### config.mk
export PLATFORM = sky130hd
export DESIGN_NAME = mc_ctrl_fsm_flat
export DESIGN_NICKNAME = d
export VERILOG_FILES = /design/src/rtl/mc_ctrl_fsm_if.sv /design/src/rtl/mc_ctrl_fsm.sv /design/src/flat_wrapper.sv
export SDC_FILE = /design/constraint.sdc
export NUM_CORES = 1
export LEC_CHECK = 0
export ABC_AREA = 1
export BUFFER_PORTS_ARGS = -buffer_cell sky130_fd_sc_hd__buf_2
export CAP_MARGIN = 20
export CORE_ASPECT_RATIO = 0.75
export CORE_MARGIN = 10
export CORE_UTILIZATION = 45
export CTS_CLUSTER_DIAMETER = 60
export CTS_CLUSTER_SIZE = 8
export DETAILED_ROUTE_END_ITERATION = 6
export GPL_TIMING_DRIVEN = 0
export PLACE_DENSITY = 0.85
export SETUP_SLACK_MARGIN = 0.1
export SLEW_MARGIN = 40
export SYNTH_ARGS = -nofsm -noshare
export SYNTH_HDL_FRONTEND = slang
export SYNTH_SLANG_ARGS = --single-unit
### constraint.sdc
create_clock -name clk -period 3.6 [get_ports clk]
set_input_delay 0.72 -clock clk [delete_from_list [all_inputs] [get_ports clk]]
set_output_delay 0.72 -clock clk [all_outputs]
set_load 0.01 [all_outputs]
### src/rtl/mc_ctrl_fsm_if.sv
// Controller <-> datapath bundle for the multi-cycle MIPS core.
//   Datapath -> controller: OPcode, Fun (IR fields), MIO_ready, zero, overflow
//   Controller -> datapath: every mux select / write strobe, memory requests,
//                           and the current state code for debug.
// master: the controller side.  slave: the datapath / memory side.
interface mc_ctrl_fsm_if;
    logic [5:0] OPcode;
    logic [5:0] Fun;
    logic       MIO_ready;
    logic       zero;
    logic       overflow;

    logic [1:0] PCSource;
    logic       lorD;
    logic [2:0] ALU_Control;
    logic       ALUSrcA;
    logic [1:0] ALUSrcB;
    logic       RegWrite;
    logic [1:0] RegDst;
    logic       IRWrite;
    logic [1:0] MemtoReg;
    logic       PCWrite;
    logic       PCWriteCond;
    logic       Branch;
    logic       S;
    logic       MemRead;
    logic       MemWrite;
    logic [4:0] state_out;

    // zero is carried for the datapath's branch qualification (PCWriteCond &
    // (Branch ? zero : ~zero)); the controller itself never needs it.
    modport master (
        input  OPcode, Fun, MIO_ready, zero, overflow,
        output PCSource, lorD, ALU_Control, ALUSrcA, ALUSrcB, RegWrite, RegDst,
               IRWrite, MemtoReg, PCWrite, PCWriteCond, Branch, S, MemRead,
               MemWrite, state_out
    );

    modport slave (
        output OPcode, Fun, MIO_ready, zero, overflow,
        input  PCSource, lorD, ALU_Control, ALUSrcA, ALUSrcB, RegWrite, RegDst,
               IRWrite, MemtoReg, PCWrite, PCWriteCond, Branch, S, MemRead,
               MemWrite, state_out
    );
endinterface

### src/rtl/mc_ctrl_fsm.sv
// Multi-cycle MIPS main controller.
// Steps IF -> ID -> execute/memory/writeback states, decoding OPcode/Fun held
// in the datapath IR. All strobes are Moore outputs of the state, except the
// IF fetch strobes (IRWrite/PCWrite), which are qualified by MIO_ready.
// Ports:
//   clk  - rising-edge clock
//   rst  - asynchronous active-high reset, returns to IF
//   bus  - mc_ctrl_fsm_if.master, datapath inputs and all control strobes
module mc_ctrl_fsm #(
    parameter logic [4:0] RESET_STATE = 5'd0,
    parameter logic [4:0] ERR_STATE   = 5'd31
) (
    input  logic          clk,
    input  logic          rst,
    mc_ctrl_fsm_if.master bus
);

    localparam logic [4:0] ST_IF       = 5'd0;
    localparam logic [4:0] ST_ID       = 5'd1;
    localparam logic [4:0] ST_R_EXE    = 5'd2;
    localparam logic [4:0] ST_R_WB     = 5'd3;
    localparam logic [4:0] ST_I_EXE    = 5'd4;
    localparam logic [4:0] ST_I_WB     = 5'd5;
    localparam logic [4:0] ST_MEM_ADDR = 5'd6;
    localparam logic [4:0] ST_MEM_RD   = 5'd7;
    localparam logic [4:0] ST_MEM_WB   = 5'd8;
    localparam logic [4:0] ST_MEM_WR   = 5'd9;
    localparam logic [4:0] ST_BEQ      = 5'd10;
    localparam logic [4:0] ST_BNE      = 5'd11;
    localparam logic [4:0] ST_J        = 5'd12;
    localparam logic [4:0] ST_JAL      = 5'd13;
    localparam logic [4:0] ST_JR       = 5'd14;
    localparam logic [4:0] ST_LUI_WB   = 5'd15;

    localparam logic [5:0] OP_R    = 6'b000000;
    localparam logic [5:0] OP_J    = 6'b000010;
    localparam logic [5:0] OP_JAL  = 6'b000011;
    localparam logic [5:0] OP_BEQ  = 6'b000100;
    localparam logic [5:0] OP_BNE  = 6'b000101;
    localparam logic [5:0] OP_ADDI = 6'b001000;
    localparam logic [5:0] OP_SLTI = 6'b001010;
    localparam logic [5:0] OP_ANDI = 6'b001100;
    localparam logic [5:0] OP_ORI  = 6'b001101;
    localparam logic [5:0] OP_LUI  = 6'b001111;
    localparam logic [5:0] OP_LW   = 6'b100011;
    localparam logic [5:0] OP_SW   = 6'b101011;

    localparam logic [5:0] F_JR  = 6'b001000;
    localparam logic [5:0] F_ADD = 6'b100000;
    localparam logic [5:0] F_SUB = 6'b100010;
    localparam logic [5:0] F_AND = 6'b100100;
    localparam logic [5:0] F_OR  = 6'b100101;
    localparam logic [5:0] F_SLT = 6'b101010;
    localparam logic [5:0] F_NOR = 6'b100111;

    localparam logic [2:0] ALU_ADD = 3'b010;
    localparam logic [2:0] ALU_SUB = 3'b110;
    localparam logic [2:0] ALU_AND = 3'b000;
    localparam logic [2:0] ALU_OR  = 3'b001;
    localparam logic [2:0] ALU_SLT = 3'b111;
    localparam logic [2:0] ALU_NOR = 3'b100;

    logic [4:0] state_q, state_d;
    logic       ovf_q, ovf_d;
    logic [4:0] id_target;
    logic [2:0] r_alu;
    logic [2:0] i_alu;

    // ---------------- state register ----------------
    always_ff @(posedge clk or posedge rst) begin
        if (rst) begin
            state_q <= RESET_STATE;
            ovf_q   <= 1'b0;
        end else begin
            state_q <= state_d;
            ovf_q   <= ovf_d;
        end
    end

    // ---------------- decode helpers ----------------
    always_comb begin
        id_target = ERR_STATE;
        case (bus.OPcode)
            OP_R: begin
                case (bus.Fun)
                    F_JR:                                     id_target = ST_JR;
                    F_ADD, F_SUB, F_AND, F_OR, F_SLT, F_NOR:  id_target = ST_R_EXE;
                    default:                                  id_target = ERR_STATE;
                endcase
            end
            OP_LW, OP_SW:                      id_target = ST_MEM_ADDR;
            OP_BEQ:                            id_target = ST_BEQ;
            OP_BNE:                            id_target = ST_BNE;
            OP_J:                              id_target = ST_J;
            OP_JAL:                            id_target = ST_JAL;
            OP_LUI:                            id_target = ST_LUI_WB;
            OP_ADDI, OP_SLTI, OP_ANDI, OP_ORI: id_target = ST_I_EXE;
            default:                           id_target = ERR_STATE;
        endcase
    end

    always_comb begin
        r_alu = ALU_ADD;
        case (bus.Fun)
            F_SUB:   r_alu = ALU_SUB;
            F_AND:   r_alu = ALU_AND;
            F_OR:    r_alu = ALU_OR;
            F_SLT:   r_alu = ALU_SLT;
            F_NOR:   r_alu = ALU_NOR;
            default: r_alu = ALU_ADD;
        endcase
    end

    always_comb begin
        i_alu = ALU_ADD;
        case (bus.OPcode)
            OP_SLTI: i_alu = ALU_SLT;
            OP_ANDI: i_alu = ALU_AND;
            OP_ORI:  i_alu = ALU_OR;
            default: i_alu = ALU_ADD;
        endcase
    end

    // ---------------- next state ----------------
    always_comb begin
        state_d = state_q;
        case (state_q)
            ST_IF:       if (bus.MIO_ready) state_d = ST_ID;
            ST_ID:       state_d = id_target;
            ST_R_EXE:    state_d = ST_R_WB;
            ST_I_EXE:    state_d = ST_I_WB;
            ST_MEM_ADDR: state_d = (bus.OPcode == OP_SW) ? ST_MEM_WR : ST_MEM_RD;
            ST_MEM_RD:   if (bus.MIO_ready) state_d = ST_MEM_WB;
            ST_MEM_WR:   if (bus.MIO_ready) state_d = ST_IF;
            ST_R_WB, ST_I_WB, ST_MEM_WB, ST_BEQ, ST_BNE,
            ST_J, ST_JAL, ST_JR, ST_LUI_WB:
                         state_d = ST_IF;
            ERR_STATE:   state_d = ERR_STATE;
            // unused codes are treated as an illegal-instruction trap
            default:     state_d = ERR_STATE;
        endcase
    end

    // Overflow is captured as the execute state ends so the following
    // writeback state can suppress RegWrite; only signed add/sub/addi trap.
    always_comb begin
        ovf_d = ovf_q;
        case (state_q)
            ST_IF:    ovf_d = 1'b0;
            ST_R_EXE: ovf_d = bus.overflow & ((bus.Fun == F_ADD) | (bus.Fun == F_SUB));
            ST_I_EXE: ovf_d = bus.overflow & (bus.OPcode == OP_ADDI);
            default:  ovf_d = ovf_q;
        endcase
    end

    // ---------------- outputs ----------------
    always_comb begin
        bus.PCSource    = 2'b00;
        bus.lorD        = 1'b0;
        bus.ALU_Control = 3'b000;
        bus.ALUSrcA     = 1'b0;
        bus.ALUSrcB     = 2'b00;
        bus.RegWrite    = 1'b0;
        bus.RegDst      = 2'b00;
        bus.IRWrite     = 1'b0;
        bus.MemtoReg    = 2'b00;
        bus.PCWrite     = 1'b0;
        bus.PCWriteCond = 1'b0;
        bus.Branch      = 1'b0;
        bus.S           = 1'b0;
        bus.MemRead     = 1'b0;
        bus.MemWrite    = 1'b0;
        case (state_q)
            ST_IF: begin
                bus.MemRead     = 1'b1;
                bus.ALUSrcB     = 2'b01;
                bus.ALU_Control = ALU_ADD;
                bus.S           = 1'b1;
                // IR and PC+4 are only committed on the cycle memory delivers
                bus.IRWrite     = bus.MIO_ready;
                bus.PCWrite     = bus.MIO_ready;
            end
            ST_ID: begin
                bus.ALUSrcB     = 2'b11;
                bus.ALU_Control = ALU_ADD;
                bus.S           = 1'b1;
            end
            ST_R_EXE: begin
                bus.ALUSrcA     = 1'b1;
                bus.ALU_Control = r_alu;
            end
            ST_R_WB: begin
                bus.RegDst   = 2'b01;
                bus.RegWrite = ~ovf_q;
            end
            ST_I_EXE: begin
                bus.ALUSrcA     = 1'b1;
                bus.ALUSrcB     = 2'b10;
                bus.S           = ~((bus.OPcode == OP_ANDI) | (bus.OPcode == OP_ORI));
                bus.ALU_Control = i_alu;
            end
            ST_I_WB: bus.RegWrite = ~ovf_q;
            ST_MEM_ADDR: begin
                bus.ALUSrcA     = 1'b1;
                bus.ALUSrcB     = 2'b10;
                bus.S           = 1'b1;
                bus.ALU_Control = ALU_ADD;
            end
            ST_MEM_RD: begin
                bus.lorD    = 1'b1;
                bus.MemRead = 1'b1;
            end
            ST_MEM_WB: begin
                bus.MemtoReg = 2'b01;
                bus.RegWrite = 1'b1;
            end
            ST_MEM_WR: begin
                bus.lorD     = 1'b1;
                bus.MemWrite = 1'b1;
            end
            ST_BEQ, ST_BNE: begin
                bus.ALUSrcA     = 1'b1;
                bus.ALU_Control = ALU_SUB;
                bus.PCSource    = 2'b01;
                bus.PCWriteCond = 1'b1;
                bus.Branch      = (state_q == ST_BEQ);
            end
            ST_J: begin
                bus.PCSource = 2'b10;
                bus.PCWrite  = 1'b1;
            end
            ST_JAL: begin
                bus.PCSource = 2'b10;
                bus.PCWrite  = 1'b1;
                bus.RegDst   = 2'b10;
                bus.MemtoReg = 2'b11;
                bus.RegWrite = 1'b1;
            end
            ST_JR: begin
                bus.PCSource = 2'b11;
                bus.PCWrite  = 1'b1;
            end
            ST_LUI_WB: begin
                bus.MemtoReg = 2'b10;
                bus.RegWrite = 1'b1;
            end
            default: ;
        endcase
    end

    assign bus.state_out = state_q;

endmodule

### src/flat_wrapper.sv
// flat-port wrapper written by rule: the top's interface ports become plain ports
module mc_ctrl_fsm_flat 
#(
    parameter logic [4:0] RESET_STATE = 5'd0,
    parameter logic [4:0] ERR_STATE   = 5'd31
)
  (clk, rst, bus_OPcode, bus_Fun, bus_MIO_ready, bus_zero, bus_overflow, bus_PCSource, bus_lorD, bus_ALU_Control, bus_ALUSrcA, bus_ALUSrcB, bus_RegWrite, bus_RegDst, bus_IRWrite, bus_MemtoReg, bus_PCWrite, bus_PCWriteCond, bus_Branch, bus_S, bus_MemRead, bus_MemWrite, bus_state_out);
  mc_ctrl_fsm_if bus_i ();
  input  logic clk;
  input  logic rst;
  input wire logic [$bits(bus_i.OPcode)-1:0] bus_OPcode;
  input wire logic [$bits(bus_i.Fun)-1:0] bus_Fun;
  input wire logic [$bits(bus_i.MIO_ready)-1:0] bus_MIO_ready;
  input wire logic [$bits(bus_i.zero)-1:0] bus_zero;
  input wire logic [$bits(bus_i.overflow)-1:0] bus_overflow;
  output wire logic [$bits(bus_i.PCSource)-1:0] bus_PCSource;
  output wire logic [$bits(bus_i.lorD)-1:0] bus_lorD;
  output wire logic [$bits(bus_i.ALU_Control)-1:0] bus_ALU_Control;
  output wire logic [$bits(bus_i.ALUSrcA)-1:0] bus_ALUSrcA;
  output wire logic [$bits(bus_i.ALUSrcB)-1:0] bus_ALUSrcB;
  output wire logic [$bits(bus_i.RegWrite)-1:0] bus_RegWrite;
  output wire logic [$bits(bus_i.RegDst)-1:0] bus_RegDst;
  output wire logic [$bits(bus_i.IRWrite)-1:0] bus_IRWrite;
  output wire logic [$bits(bus_i.MemtoReg)-1:0] bus_MemtoReg;
  output wire logic [$bits(bus_i.PCWrite)-1:0] bus_PCWrite;
  output wire logic [$bits(bus_i.PCWriteCond)-1:0] bus_PCWriteCond;
  output wire logic [$bits(bus_i.Branch)-1:0] bus_Branch;
  output wire logic [$bits(bus_i.S)-1:0] bus_S;
  output wire logic [$bits(bus_i.MemRead)-1:0] bus_MemRead;
  output wire logic [$bits(bus_i.MemWrite)-1:0] bus_MemWrite;
  output wire logic [$bits(bus_i.state_out)-1:0] bus_state_out;
  assign bus_i.OPcode = bus_OPcode;
  assign bus_i.Fun = bus_Fun;
  assign bus_i.MIO_ready = bus_MIO_ready;
  assign bus_i.zero = bus_zero;
  assign bus_i.overflow = bus_overflow;
  assign bus_PCSource = bus_i.PCSource;
  assign bus_lorD = bus_i.lorD;
  assign bus_ALU_Control = bus_i.ALU_Control;
  assign bus_ALUSrcA = bus_i.ALUSrcA;
  assign bus_ALUSrcB = bus_i.ALUSrcB;
  assign bus_RegWrite = bus_i.RegWrite;
  assign bus_RegDst = bus_i.RegDst;
  assign bus_IRWrite = bus_i.IRWrite;
  assign bus_MemtoReg = bus_i.MemtoReg;
  assign bus_PCWrite = bus_i.PCWrite;
  assign bus_PCWriteCond = bus_i.PCWriteCond;
  assign bus_Branch = bus_i.Branch;
  assign bus_S = bus_i.S;
  assign bus_MemRead = bus_i.MemRead;
  assign bus_MemWrite = bus_i.MemWrite;
  assign bus_state_out = bus_i.state_out;
  mc_ctrl_fsm #(.RESET_STATE(RESET_STATE), .ERR_STATE(ERR_STATE)) u_core (.clk(clk), .rst(rst), .bus(bus_i));
endmodule
### Word level (Yosys, flattened, before mapping)

Index checks and enable logic that the tools add are counted.

* logic and storage cells: 87
* bits in registers: 6
* output and inout port bits: 26

* multiplexer cells: 25
* reduce and logical (&&, ||, !) cells: 18
* equal/unequal tests: 36
* bitwise logic cells: 6

Operators by type and width (number)
* one-hot mux 5 bit (8 select lines): 2
* == test 6 bit, second input constant: 8
* == test 5 x 4 -> 1 bit, second input constant: 8
* == test 6 x 4 -> 1 bit, second input constant: 6
* == test 5 x 3 -> 1 bit, second input constant: 4
* one-hot mux 2 bit (3 select lines): 3
* two-way mux 5 bit: 3
* one-hot mux 3 bit (5 select lines): 1
* OR reduction 2 bit: 7
* == test 6 x 2 -> 1 bit, second input constant: 2
* == test 6 x 3 -> 1 bit, second input constant: 2
* one-hot mux 3 bit (4 select lines): 1
* == test 5 x 2 -> 1 bit, second input constant: 2
* one-hot mux 5 bit (2 select lines): 1
* one-hot mux 3 bit (3 select lines): 1
* OR reduction 3 bit: 3
* OR reduction 9 bit: 1
* two-way mux 1 bit: 7
* zero test 6 bit: 1
* != test 2 bit, second input constant: 3
* one-hot mux 1 bit (2 select lines): 3
* OR reduction 6 bit: 1
* == test 5 x 1 -> 1 bit, second input constant: 1
* zero test 5 bit: 1
* other kinds (10): 13

### Depth between registers and ports, before layout

Gate-level depths: netlist of run 1.

* depth in word-level cells: 5
* depth in mapped cells: 11

### Worst setup path after synthesis of run 1

OpenSTA, ideal clock, no wires.

* path kind: input port to output port
* start: input port bus_OPcode[4]
* end: output port bus_ALU_Control[1]
* data required time: 2880 ps
* stages on the path: 6
* buffers on the path: 0
* arrival time: 1433 ps
* setup slack: 1447 ps
* cells stage by stage: inv_1 -> nand2_1 -> nor4_1 -> o22ai_1 -> nor3_1 -> o21ai_1

* longest elaborated chain between the ends: 3
* elaborated cells between the ends (all ways): 5

Ends and longest elaborated chain
* from (decl): line flat_wrapper.sv:11 `input wire logic [$bits(bus_i.OPcode)-1:0] bus_OPcode;`
* == test 6 x 4 -> 1 bit: line mc_ctrl_fsm.sv:116 `case (bus.OPcode)`
* one-hot mux 3 bit (3 select lines) *: line mc_ctrl_fsm.sv:116
* one-hot mux 3 bit (4 select lines) *: line mc_ctrl_fsm.sv:173 `case (state_q)`
* to (decl): line flat_wrapper.sv:18 `output wire logic [$bits(bus_i.ALU_Control)-1:0] bus_ALU_Control;`

Every way passes the cells marked *; elsewhere a longest branch is shown, timed or not.

### Worst setup path after layout of run 1

Ends and elaborated chain as after synthesis.

==> impl_metrics.csv, run 1 <==
group,metric,value,unit
job,maxCapViolations,0,
clocking,cts_tree,"done",
sta,whs,0.374,ns
synth,synthTopCellsByArea,"dfrtp_1, nand2_1, nor2_1, inv_1, nand3_1",
setup_path,worstSetupEndpoint,"bus_ALU_Control[1]",
layout,final_nets,241,
clocking,ctsHoldBuffers,0,
layout,finalCoreUtilization,60.9,%
power,ir_drop,0.000121,V
setup_path,r2r-start,"u_core.bus.state_out[1]$_DFFE_PP0P_",
die,dieHeight,60.6,um
synth,synth_area,991,um^2
synth,synthArstFlopShare,100,%
clocking,cts.sinks,6,
place,dp_hpwl,2450,um
clocking,path_clk_slew,0.05,ns
setup_path,critPathCaptureType,"output pin",
min_path,hold_class,"in2async",
power,finalPower,0.174,mW
outcome,status,"completed",
sta,skew,0.00841,ns
die,fp.dieW,74.2,um
die,start_util,48.4,%
sta,min_period,2.57,ns
routing,first_iter_violations,140,
global_route,grtUsageMet1,17.2,%
setup_path,crit_buf_inv,3,
synth,yosysSeqAreaShare,15.2,%
routing,drc_errors,0,
die,rows,14,
setup_path,crit_family,"simple AND/OR/NAND/NOR gates",
sta,rsz0062_at_grt,"no",
setup_path,crit_top_cell,"buf_2",
place,placedInstanceArea,0.00123,mm^2
global_route,grt_util_met3,2.94,%
setup_path,r2r_cells,7,
global_route,antenna_found_initial,0,
sta,worstMarginPinSlew,0.376,ns
global_route,track_usage,11.9,%
setup_path,cp_slowest_cell,"nor4_1",
layout,stdcell_count,246,
synth,synth_top_area_cell,"dfrtp_1",
global_route,grt_max_degree,9,
sta,slew_viol_final,0,
routing,antenna_left,0,
place,dp.cells,243,
global_route,grt_util_met2,17.7,%
routing,routed_wl,2830,um
layout,area_growth,26.0,%
place,place.gp.congestion,0.895,
clocking,cts-htree-levels,1,
synth,ys_seq_elements,6,
synth,syn_nets,195,
global_route,grt_pass1_vias,1046,
clocking,insertion_delay,0.25,ns
setup_path,crit_fanout,3,
clocking,cts_setup_buffers,0,
sta,max_freq,390,MHz
clocking,cts_root_buffer,"clkbuf_4",
global_route,busiest_layer,"met2",
synth,avgSynthCellArea,5.57,um^2
setup_path,crit_required,2.88,ns
layout,fin_area,0.00125,mm^2
power,power.density,139,mW/mm^2
layout,drive_above_1_share,34.7,%
clocking,cts_buffers,3,
global_route,grt_pass1_wl,4530,um
layout,n_antenna_cell,0,
routing,via_count,1245,
setup_path,setup.worst_path.start,"bus_OPcode[4]",
setup_path,cp_cell_sequence,"buf_2 -> inv_1 -> nand2_1 -> nor4_1 -> o22ai_1 -> nor3_1 -> o21ai_1 -> buf_2",
setup_path,critPathKind,"in2out",
sta,finalHoldViolCount,0,
die,core,0.00205,mm^2
clocking,cts_resized,0,
synth,netlist-cell-type-count,25,
sta,finalCritPeriodShare,71.3,%
layout,fillers,218,
global_route,grt_overflow,0,
synth,synth.top_cells.by_count,"nand2_1, nor2_1, inv_1, nand3_1, inv_2",
power,p_leak,0.740,nW
setup_path,r2r_end,"u_core.ovf_q$_DFFE_PP0P_",
clocking,max-clock-path-buffers,2,
die,dieArea,0.00450,mm^2
setup_path,cp.arrival,1.85,ns
synth,synth_top_cell_area_share,15.2,%
sta,setup_viol,0,
sta,fin_setup_tns,0,ns
setup_path,path_depth,8,
synth,synth_edf_count,0,
place,portBuffers,41,
routing,wl_per_cell,11.5,um
synth,yosys_most_used_dff,"dfrtp_1",
setup_path,cp-start-kind,"input pin",
routing,vias_per_cell,5.06,
synth,synth_warnings,0,
die,io_pins,43,
setup_path,reg2reg_slack,2.14,ns
setup_path,critPathMaxStageDelay,0.29,ns
synth,syn_inst,178,
sta,slew_headroom,74.7,%
routing,dr.pass1.iters,4,
sta,setup_ws,1.03,ns
place,preCtsSetupSlack,1.06,ns
-- power by group --
part,internal (mW),switching (mW)
clock,0.0379,0.0264
combinational,0.0151,0.0269
sequential,0.0676,0
total,0.121,0.0533
-- layer usage --
metal	vias to the layer above	wire length, um
met5	-	0
met4	0	4
met3	2	349
met2	54	1140
met1	536	1340
li1	653	-
-- cells by family (layout without fill, tap and decap cells) --
group | count (synthesis) | after routing | synth area share, %
AO/OA/AOI/OAI | 15 | 15 | 9.09
buffers and inverters | 38 | 82 | 15.2
flip-flops | 6 | 6 | 15.2
AND/OR/NAND/NOR | 119 | 119 | 60.6
-- how the worst min path moves through the flow --
stage / endpoint / cells after the start / slack (ns) / start
2_1_floorplan: u_core.ovf_q$_DFFE_PP0P_ / 2 / 0.50 / u_core.ovf_q$_DFFE_PP0P_
3_3_place_gp: u_core.ovf_q$_DFFE_PP0P_ / 2 / 0.54 / u_core.ovf_q$_DFFE_PP0P_
3_5_place_dp: u_core.ovf_q$_DFFE_PP0P_ / 2 / 0.54 / u_core.ovf_q$_DFFE_PP0P_
4_1_cts: u_core.bus.state_out[4]$_DFFE_PP0P_ / 2 / 0.39 / rst
5_1_grt: u_core.bus.state_out[4]$_DFFE_PP0P_ / 2 / 0.39 / rst
6_report: u_core.bus.state_out[4]$_DFFE_PP0P_ / 2 / 0.37 / rst
-- cell usage in the layout (no fill, tap or decap) --
cell      Yosys  final
nor2_2        6      6
inv_1        29     29
nand3_2       4      4
nand4_1       5      5
nand2_4       1      1
nand2_1      33     33
nor2_1       33     33
o221ai_1      2      2
a22o_1        1      1
o22ai_1       2      2
nor2_4        5      5
dfrtp_1       6      6
or2_2         1      1
nor3_2        1      1
nor4_1        1      1
a31oi_1       1      1
nand2_2       6      6
o21ai_1       2      2
o21ai_0       4      4
inv_2         8      8
nor3_1        4      4
clkbuf_4      0      3
buf_6         1      1
nor2b_1       1      1
a21oi_1       3      3
buf_2         0     41
nand3_1      18     18
-- state kept, by name, indices dropped and copies added (netlist names) --
name and count:
u_core.ovf_q 1, u_core.bus.state_out 5
-- layout make-up --
cell class                 count  area, um^2  area share, %
multi-input combinational    134         691           55.3
sequential                     6         150           12.0
buffer                         1        11.3          0.902
tap                           24        30.0           2.40
inverter                      37         139           11.1
clock buffer                   3        22.5           1.80
timing repair buffer          41         205           16.4
Note: power is estimated with default switching activity, not from simulation.
==> run 2: changes to the inputs <==
Settings changed: ABC_AREA 1 to 0, PLACE_DENSITY 0.85 to 0.86.
Clock period 3.6 ns to 2.5 ns, I/O delays scaled along.
==> impl_metrics.csv, run 2 <==
group,metric,value,unit
layout,final_nets,215,
routing,vias_per_cell,6.40,
layout,final_common_cell,"buf_2",
die,fp.dieW,73.6,um
synth,syn_nets,158,
synth,synthArstFlopShare,100,%
power,p_leak,0.619,nW
sta,worstMarginPinSlew,0.742,ns
synth,synth_compound_area_share,28.2,%
synth,avgSynthCellArea,6.87,um^2
synth,synth-simple-area-share,44.4,%
routing,drc_errors,0,
synth,synth_top_cell_area_share,15.5,%
clocking,cts_buffers,3,
die,start_util,47.7,%
die,dieArea,0.00443,mm^2
clocking,path_clk_slew,0.04,ns
global_route,track_usage,17.4,%
setup_path,cp.arrival,1.97,ns
power,sw_frac_of_total,53.6,%
sta,fin_setup_tns,0,ns
synth,netlist-cell-type-count,43,
setup_path,critPathKind,"reg2out",
routing,routed_wl,3940,um
synth,synth_edf_count,0,
synth,synth-xor-area-share,0,%
sta,min_period,2.47,ns
synth,synth_top_area_cell,"dfrtp_1",
synth,yosysSeqAreaShare,15.5,%
power,ir_drop,0.000669,V
sta,skew,0.00244,ns
synth,syn_inst,141,
sta,rsz0062_at_grt,"yes",
synth,synth_warnings,0,
clocking,insertion_delay,0.24,ns
die,core,0.00203,mm^2
sta,slew_headroom,49.8,%
power,clkPwrFrac,8.2,%
outcome,status,"completed",
min_path,hold_class,"in2async",
die,io_pins,43,
global_route,grt_pass1_wl,6240,um
power,share_seq_of_total_power,17.2,%
sta,setup_viol,0,
place,placedInstanceArea,0.00119,mm^2
global_route,antenna_found_initial,0,
synth,muxShareOfSynthArea,4.52,%
power,power.density,789,mW/mm^2
routing,wl_per_cell,17.9,um
sta,finalHoldViolCount,0,
setup_path,critPathCaptureType,"output pin",
power,netSwitchingPower,0.583,mW
layout,finalCoreUtilization,67.8,%
power,internal_power,0.504,mW
routing,first_iter_violations,140,
synth,synth.top_cells.by_count,"clkbuf_1, nor2_1, a21oi_1, nand2b_1, nor2b_1",
synth,synth_area,968,um^2
routing,dr.pass1.iters,7,
clocking,ctsHoldBuffers,0,
synth,yosys_most_used_dff,"dfrtp_1",
sta,max_freq,405,MHz
global_route,grt_max_degree,11,
global_route,grt_pass1_vias,1309,
routing,via_count,1409,
layout,final-seq-area,151,um^2
synth,synth_top_family_by_area,"simple AND/OR/NAND/NOR gates",
sta,finalCritPeriodShare,98.7,%
layout,fillers,179,
synth,ys_seq_elements,6,
job,maxCapViolations,0,
clocking,cts_root_buffer,"clkbuf_4",
routing,antenna_left,0,
power,p_comb_share,74.7,%
layout,drive_above_1_share,38.3,%
place,place.gp.congestion,0.902,
place,dp_hpwl,2860,um
setup_path,crit_fanout,3,
synth,synthAdderAreaFrac,0,%
synth,synthTopCellsByArea,"dfrtp_1, nand2b_1, nor2b_1, a21oi_1, nor4b_1",
sta,slew_viol_final,0,
setup_path,cp-start-kind,"register",
clocking,cts-htree-levels,1,
layout,fin_area,0.00138,mm^2
die,dieHeight,60.2,um
setup_path,crit_required,2.00,ns
layout,area_growth,42.2,%
layout,multi_input_area,797,um^2
place,portBuffers,38,
layout,layout_common_cells,"buf_2, buf_4",
global_route,grt_overflow,0,
clocking,cts_tree,"done",
clocking,cts.sinks,6,
die,rows,14,
layout,largest_reg_flops,5,
clocking,max-clock-path-buffers,2,
layout,n_antenna_cell,0,
-- run 2: timing repair --
| action | CTS | global route |
|---|---|---|
| setup endpoints to repair | 5 | 11 |
| buffers inserted | 16 | 0 |
| pin swaps | 2 | 1 |
| gates resized for setup | 6 | 18 |
-- run 2: kinds of logic (layout without fill, tap and decap cells) --
kind of cell,after synthesis,in the layout
AND/OR/NAND/NOR,74,74
buffers and inverters,17,72
multiplexers,4,4
flip-flops,6,6
AO/OA/AOI/OAI,40,40
-- run 2: routing by layer --
metal / track usage [%] / vias to the layer above / wire, um
li1: - / 651 / -
met1: 21.0 / 644 / 1560
met2: 28.5 / 104 / 1870
met3: 4.30 / 10 / 467
met4: 7.43 / 0 / 43
met5: 0 / - / 0
-- run 2: metrics by stage --
| stage | total power [mW] | setup WS, ns | hold slack, ns | std cells |
|---|---|---|---|---|
| 2_1_floorplan | 0.642 | 0.280 | 0.291 | 141 |
| 3_3_place_gp | 0.852 | 0.0993 | 0.406 | 203 |
| 3_5_place_dp | 0.882 | 0.0532 | 0.421 | 203 |
| 4_1_cts | 1.03 | 0.0379 | 0.158 | 222 |
| 5_1_grt | 1.16 | -0.0555 | 0.164 | 220 |
| 6_report | 1.09 | 0.0334 | 0.156 | 220 |
-- run 2: power by group through the flow --
| stage | Clock [mW] | Sequential, mW | Combinational, mW |
|---|---|---|---|
| after global routing | 0.0993 | 0.190 | 0.872 |
| after detailed placement | 0 | 0.189 | 0.692 |
| final | 0.0887 | 0.187 | 0.811 |
| after CTS | 0.0913 | 0.183 | 0.755 |
| after floorplan | 0 | 0.191 | 0.451 |
| after global placement | 0 | 0.182 | 0.670 |
-- run 2: final cells by class --
cell class                      count  area share (%)
Buffer                             12            4.54
Clock buffer                        3            1.63
Inverter                            5            1.36
Multi-Input combinational cell    118            57.9
Sequential cell                     6            11.0
Tap cell                           24            2.18
Timing Repair Buffer               52            21.4
-- run 2: worst paths after layout --
path / startpoint / to / slack, ns / cells past startpoint
max in group asynchronous: rst / u_core.bus.state_out[4]$_DFFE_PP0P_ / 2.14 / 2
worst max register to register: u_core.bus.state_out[3]$_DFFE_PP0P_ / u_core.bus.state_out[2]$_DFFE_PP0P_ / 0.29 / 13
worst min register to register: u_core.ovf_q$_DFFE_PP0P_ / u_core.ovf_q$_DFFE_PP0P_ / 0.54 / 1
worst max-delay path: u_core.bus.state_out[3]$_DFFE_PP0P_ / bus_ALU_Control[2] / 0.03 / 7
min in group clk: bus_overflow / u_core.ovf_q$_DFFE_PP0P_ / 0.48 / 2
worst min-delay path: rst / u_core.bus.state_out[1]$_DFFE_PP0P_ / 0.16 / 2
-- run 2: worst max-delay path, stage by stage, from the launching register on --
cell and delay (ns):
dfrtp_1 0.38, buf_6 0.13, nor3_4 0.17, nand3b_1 0.15, or3_4 0.36, o32a_1 0.31
o21ai_1 0.08, buf_2 0.14
